==> config.mk <==
export PLATFORM = sky130hd
export DESIGN_NAME = seg7_scan
export DESIGN_NICKNAME = d
export VERILOG_FILES = /design/src/rtl/seg7_pkg.sv /design/src/rtl/bcd7seg.sv /design/src/rtl/seg7_scan.sv
export SDC_FILE = /design/constraint.sdc
export NUM_CORES = 1
export LEC_CHECK = 0
export BUFFER_PORTS_ARGS = -buffer_cell sky130_fd_sc_hd__buf_2
export CORE_AREA = 3 3 59 88
export CTS_CLUSTER_SIZE = 25
export DETAILED_ROUTE_END_ITERATION = 7
export DIE_AREA = 0 0 62 91
export PLACE_DENSITY_LB_ADDON = 0.12
export SLEW_MARGIN = 10
export SYNTH_ARGS = -nofsm -noshare
export SYNTH_HDL_FRONTEND = slang
export SYNTH_HIERARCHICAL = 1
export SYNTH_SLANG_ARGS = --single-unit
==> constraint.sdc <==
create_clock -name clk -period 2.45 [get_ports clk]
set_clock_uncertainty 0.05 [all_clocks]
set_input_delay 0.49 -clock clk [delete_from_list [all_inputs] [get_ports clk]]
set_output_delay 0.49 -clock clk [all_outputs]
set_load 0.1 [all_outputs]
==> src/rtl/seg7_pkg.sv <==
// seg7_pkg: shared segment patterns and display geometry for the seven-segment scanner
package seg7_pkg;
  localparam int SEG_W = 7;
  localparam int NDIG  = 4;
  localparam logic [SEG_W-1:0] SEG_0     = 7'b1000000;
  localparam logic [SEG_W-1:0] SEG_1     = 7'b1111001;
  localparam logic [SEG_W-1:0] SEG_2     = 7'b0100100;
  localparam logic [SEG_W-1:0] SEG_3     = 7'b0110000;
  localparam logic [SEG_W-1:0] SEG_4     = 7'b0011001;
  localparam logic [SEG_W-1:0] SEG_5     = 7'b0010010;
  localparam logic [SEG_W-1:0] SEG_6     = 7'b0000010;
  localparam logic [SEG_W-1:0] SEG_7     = 7'b1111000;
  localparam logic [SEG_W-1:0] SEG_8     = 7'b0000000;
  localparam logic [SEG_W-1:0] SEG_9     = 7'b0010000;
  localparam logic [SEG_W-1:0] SEG_DASH  = 7'b0111111;
  localparam logic [SEG_W-1:0] SEG_BLANK = 7'b1111111;
endpackage

==> src/rtl/bcd7seg.sv <==
// bcd7seg: active-low {g,f,e,d,c,b,a} decode of one BCD digit, non-decimal codes shown as a dash
module bcd7seg
  import seg7_pkg::*;
(
  input  logic [3:0]       bcd,
  output logic [SEG_W-1:0] seg
);
  // pure lookup; codes 10..15 fall through to the dash pattern
  always_comb begin
    case (bcd)
      4'd0:    seg = SEG_0;
      4'd1:    seg = SEG_1;
      4'd2:    seg = SEG_2;
      4'd3:    seg = SEG_3;
      4'd4:    seg = SEG_4;
      4'd5:    seg = SEG_5;
      4'd6:    seg = SEG_6;
      4'd7:    seg = SEG_7;
      4'd8:    seg = SEG_8;
      4'd9:    seg = SEG_9;
      default: seg = SEG_DASH;
    endcase
  end
endmodule

==> src/rtl/seg7_scan.sv <==
// seg7_scan: time-multiplexed four-digit seven-segment driver with frame snapshot and leading-zero blanking
module seg7_scan
  import seg7_pkg::*;
#(
  parameter int SCAN_DIV = 100000
) (
  input  logic                clk,
  input  logic                rst,
  input  logic                en,
  input  logic [4*NDIG-1:0]   digits,
  input  logic [NDIG-1:0]     dp_in,
  input  logic                blank_lz,
  output logic [NDIG-1:0]     an,
  output logic [SEG_W-1:0]    seg,
  output logic                dp
);
  localparam int PW = (SCAN_DIV > 2) ? $clog2(SCAN_DIV) : 1;
  logic [PW-1:0]      presc_q, presc_d;
  logic [1:0]         idx_q, idx_d;
  logic [4*NDIG-1:0]  snap_dig_q, snap_dig_d;
  logic [NDIG-1:0]    snap_dp_q, snap_dp_d;
  logic [NDIG-1:0]    an_q, an_d;
  logic [SEG_W-1:0]   seg_q, seg_d;
  logic               dp_q, dp_d;
  logic               tick;
  logic [3:0]         cur_dig;
  logic [SEG_W-1:0]   dec_seg;
  logic [NDIG-1:0]    blank;
  logic [NDIG-1:1]    zero;
  // slot timing: prescaler wraps into a tick, ticks step the digit index, and the snapshot is only refreshed at the frame boundary
  always_comb begin
    tick       = presc_q == PW'(SCAN_DIV - 1);
    presc_d    = tick ? '0 : presc_q + 1'b1;
    idx_d      = tick ? idx_q + 2'd1 : idx_q;
    snap_dig_d = (tick && idx_q == 2'd3) ? digits : snap_dig_q;
    snap_dp_d  = (tick && idx_q == 2'd3) ? dp_in : snap_dp_q;
  end
  // per-slot output: a digit is blanked only when it and every digit above it are zero
  always_comb begin
    cur_dig = snap_dig_q[{idx_q, 2'b00} +: 4];
    zero    = {snap_dig_q[15:12] == 4'd0, snap_dig_q[11:8] == 4'd0, snap_dig_q[7:4] == 4'd0};
    blank   = blank_lz ? {zero[3], &zero[3:2], &zero[3:1], 1'b0} : '0;
    an_d    = en ? ~(4'b0001 << idx_q) : 4'b1111;
    seg_d   = blank[idx_q] ? SEG_BLANK : dec_seg;
    dp_d    = blank[idx_q] | ~snap_dp_q[idx_q];
  end
  bcd7seg u_dec (
    .bcd(cur_dig),
    .seg(dec_seg)
  );
  // state and registered display outputs; reset leaves the display dark and the snapshot cleared
  always_ff @(posedge clk) begin
    if (rst) begin
      presc_q    <= '0;
      idx_q      <= '0;
      snap_dig_q <= '0;
      snap_dp_q  <= '0;
      an_q       <= '1;
      seg_q      <= SEG_BLANK;
      dp_q       <= 1'b1;
    end else begin
      presc_q    <= presc_d;
      idx_q      <= idx_d;
      snap_dig_q <= snap_dig_d;
      snap_dp_q  <= snap_dp_d;
      an_q       <= an_d;
      seg_q      <= seg_d;
      dp_q       <= dp_d;
    end
  end
  assign an  = an_q;
  assign seg = seg_q;
  assign dp  = dp_q;
endmodule

== Word level (Yosys, flattened, before mapping) ==
Memories as Yosys holds them, arrays and structs flattened. A register that Yosys moved wholly into a read port is not among the register bits.
Index checks and enable logic that the tools add are counted.

* $add $sub $neg: 2
* Order comparisons: 1
* Equal/unequal tests: 2
* Shift-type cells: 2
* Multiplexer cells: 5
* Bitwise logic cells: 4
* Reduce and logical (&&, ||, !) cells: 9

{| class="wikitable"
|+ Operator list
! cell !! number
|-
| $add 17x1->17 const B || 1
|-
| $eq 17x17->1 const B || 1
|-
| $shiftx 16x5->4 || 1
|-
| $logic_not 4->1 || 3
|-
| $reduce_or 2->1 || 3
|-
| $bmux 1 s2 || 2
|-
| $mux 4 || 1
|-
| $not 4->4 || 1
|-
| $shl 1x2->4 const A || 1
|-
| $lt 2x3->1 const B || 1
|-
| $reduce_and 3->1 || 1
|-
| $add 2x1->2 const B || 1
|-
| $eq 2x2->1 const B || 1
|-
| $mux 1 || 2
|-
| $not 1->1 || 2
|-
| $reduce_and 2->1 || 1
|-
| $logic_and 1x1->1 || 1
|-
| $or 1x1->1 || 1
|}

* Register bits after elaboration: 44
* ROM bits: 112
* Input port bits: 24
* Output and inout bits: 12
* Logic and storage cells: 32
* Memories kept: 1

{| class="wikitable"
|+ Memory list
! memory !! words !! width !! rd ports !! clocked after memory_dff !! write ports !! RTL line !! text
|-
| (name not given) || 16 || 7 || 1 || 1 || 0 || bcd7seg.sv:10 || <nowiki>case (bcd)</nowiki>
|}

== Logic depth before layout (Yosys ltp) ==
* Depth after elaboration: 6
* Gate-level depth with buffers: 9
* Mapped depth without buffers: 7

== Modules after synthesis ==
Netlist, hierarchy kept.

{| class="wikitable"
|+ By module, submodules not included
! module !! times used !! cells each !! area each (sq um) !! sequential area each (sq um)
|-
| seg7_scan || 1 || 232 || 2303.5 || 1021.0
|-
| bcd7seg || 1 || 31 || 240.2 || 0.0
|}

== Worst setup path before layout ==
No wires, ideal clock.

* Path kind: register -> register
* Start point: register idx_q[0]
* End point: register seg_q[1] (netlist: seg[1])
* Library setup time: 0.138 ns
* Arrival time: 1.928 ns
* Required time: 2.262 ns
* Setup slack: 0.335 ns
* Cell stages (with the launch flop): 9
* Path buffers: 1
* Clock period less this slack: 2.115 ns
* Cell sequence: dfxtp_1 > clkbuf_1 > mux4_2 > inv_1 > ha_1 > nor2_1 > nor2_1 > nor2_1 > nand2_1

* Elaborated cells between the ends (all ways): 4
* Classes of those cells: 1 x shift; 2 x mux; 1 x reduce/logical

{| class="wikitable"
|+ RTL lines
! element !! RTL line !! text
|-
| start, declared || seg7_scan.sv:19 || <nowiki>logic [1:0] idx_q, idx_d;</nowiki>
|-
| start signal, assigned || seg7_scan.sv:63 || <nowiki>idx_q <= idx_d;</nowiki>
|-
| $shiftx 16x5->4 || seg7_scan.sv:40 || <nowiki>cur_dig = snap_dig_q[{idx_q, 2'b00} +: 4];</nowiki>
|-
| via cur_dig[1] || seg7_scan.sv:26 || <nowiki>logic [3:0] cur_dig;</nowiki>
|-
| end, declared || seg7_scan.sv:23 || <nowiki>logic [SEG_W-1:0] seg_q, seg_d;</nowiki>
|}

The timed path passes the listed nets, and every way through them passes these cells. The select of a mux whose other input is x is not followed.
A chain may end at the register's enable or synchronous reset.

== Worst setup path in the final report ==
Ends and elaborated chain as after synthesis.

==> metrics.cfg <==
[grt]
track_usage_pct=18.56
grt_pass1_vias=1825
grt_pass1_wl_mm=7.990
antenna_found_initial=0
grt_overflow=0
grt_max_degree=29

[detailed_routing]
vias_per_cell=5.348
drc=0
drt-total-wl_mm=4.671
firstDrtPassIters=4
dr_total_vias=1904
routedWlPerCell_um=13.12
initialDrtViolationCount=60
ant_nets=0

[sta]
finalCriticalPeriod_ns=2.118
worst_pin_slew_ns=0.6359
relSlewSlack_pct=57.42
final_max_slew_viol_count=0
max_freq_mhz=472.1
hold_ws_ns=0.4006
layout_setup_ws_ns=0.3318
finalSetupViolCount=0
timing.final.crit_share_pct=86.46
rsz0062_at_grt=no
finalSetupTns_ns=0
finalHoldViolCount=0

[min_path]
worstHoldStart=digits[13]
whs_endpoint=snap_dig_q[13]
worstHoldPathCells=3
hold_class=input port to register

[clock_tree]
cts_resized=0
numCtsBuffers=5
clock-sinks=51
cts.reportedPaths.clkPinSlew_ns=0.09
postCtsSetupBuffers=0
cts_tree=built
cts_root_buf=clkbuf_8
clk-insertion-delay-late_ns=0.30
htree_levels=2
postCtsHoldBufs=0
clk_path_buf_depth=2

[setup_path]
crit_required_ns=2.56
rr_endpoint=seg[1]
cp.arrival_ns=2.23
cpMaxStageDelayCell=mux4_2
r2r_start=idx_q[0]
path_buf_inv=1
end_kind=register
cp_cell_sequence=mux4_2 -> inv_1 -> ha_1 -> nor2_1 -> nor2_1 -> nor2_1 -> nand2_1
crit_path_max_incr_delay_ns=0.66
r2r_cells=7
crit_family=multiplexers
ff2ff_setup_slack_ns=0.33
crit_top_cell=nor2_1
crit_type=register to register
critPathMaxFanout=9
critPathLaunchType=register

[place]
place.gp.congestion=0.8420
pre_cts_ws_ns=0.3151
place_area_sq_um=2711
dp_hpwl_mm=3.440
port_buffers=35

[synthesis]
synth_edf_count=0
syn_nets=297
synth_top_area_share_pct=40.14
syn_area_sq_um=2544
yosys_most_used_dff=dfxtp_1
syn-instance-count=263
synth_cell_types=47
synth-seq-area-share_pct=40.14
synthTopCellsByArea=dfxtp_1 40%, nand4b_1 6.9%, nand2b_1 5.2%
ys_ff_latch=51
async_flop_share_pct=0
avgSynthCellArea_sq_um=9.672
yosysWarnings=6
yosysTopAreaCell=dfxtp_1

[power_and_ir_drop]
p_leak_nw=1.090
totalPowerFinal_w=0.001468
peakVddDrop_uv=393.8
power-per-cell-area_nw_per_um2=522.3

[final_layout]
fin_nets=325
area_growth_pct=10.53
final_cell_mix=51 x dfxtp_1, 35 x buf_2, 21 x nand2b_1, 20 x nand4b_1, 20 x o21ai_1
antenna-diode-count=0
final_common_cell=dfxtp_1
layout-drive-gt1-share_pct=22.95
stdcell_area_sq_um=2811
fillers=420

[floorplanning]
fp.dieW_um=62
coreArea_sq_um=4542
die_h_um=91
io_pins=36
fp.dieArea_sq_um=5642
initial_utilization_pct=56.01
num_rows=30

[status]
status=finished clean

[job]
maxCapViolCount=0

==> cell families after synthesis <==
kind of cell	count (synthesis)	share of synthesized area [%]
multiplexers	7	5.214
AND/OR/NAND/NOR	121	31.73
adder cells (fa/ha/maj)	10	4.919
flip-flops	51	40.14
AO/OA/AOI/OAI	34	7.231
buffers and inverters	26	5.951
XOR/XNOR	14	4.821
==> power by group <==
part | leakage [nW] | switching [W] | internal [W]
clock network | 0.0515 | 0.000254 | 0.000258
logic | 0.624 | 0.0000764 | 0.0000362
registers | 0.414 | 0.00000598 | 0.000838
total | 1.09 | 0.000336 | 0.00113
==> flip-flops by register name, summed over array words and instances (netlist names) <==
name	count
snap_dig_q	16
presc_q	17
idx_q	2
seg	7
an	4
dp	1
snap_dp_q	4
==> cells in the mapped netlist, drive strengths merged (3+ instances only) <==
library cell and number:
inv 7, ha 10, and4 4, xor2 12
nand4b 20, nand3 8, mux4 5, buf 10
o21ai 23, a21oi 5, dfxtp 51, and3 3
nand4 5, nand2b 21, clkbuf 9, nand2 13
nor2 26
==> metal layers <==
metal | vias up | GRT usage, % | share of wire, %
li1 | 973 | - | -
met4 | 0 | 7.257 | 2.4
met1 | 888 | 21.60 | 42
met3 | 11 | 3.841 | 3.2
met5 | - | 0 | 0
met2 | 32 | 31.57 | 53
==> worst reg2reg max path, delay by kind of cell, from the launching register on <==
| family | cells | cell delay [ns] |
|---|---|---|
| adders and majority gates | 1 | 0.25 |
| buffers and inverters | 1 | 0.14 |
| DFF | 1 | 0.60 |
| muxes | 1 | 0.66 |
| and+or+nand+nor | 4 | 0.27 |
==> layout make-up <==
type,instances,area (sq um),share of cell area (%)
inverter,7,26.28,0.9346
tap,64,80.08,2.848
sequential,51,1021,36.32
clock buffer,8,100.1,3.560
timing repair buffer,40,212.7,7.566
multi-input combinational,186,1371,48.78
==> worst max path at each step <==
stage	start	endpoint	slack [ns]	cells after the start
finish	idx_q[0]	seg[1]	0.33	7
global route	idx_q[0]	seg[5]	0.15	7
CTS	idx_q[0]	seg[5]	0.31	7
detailed placement	idx_q[0]	seg[5]	0.32	7
global placement	idx_q[0]	seg[1]	0.37	7
floorplan	idx_q[0]	seg[1]	0.33	8
==> through the flow <==
stage | std cells | utilization [%]
3_5_place_dp | 348 | 59.70
5_1_grt | 356 | 61.90
3_3_place_gp | 348 | 59.70
2_1_floorplan | 263 | -
4_1_cts | 356 | 61.90
6_report | 356 | 61.90
Note: power is estimated with default switching activity, not from simulation.
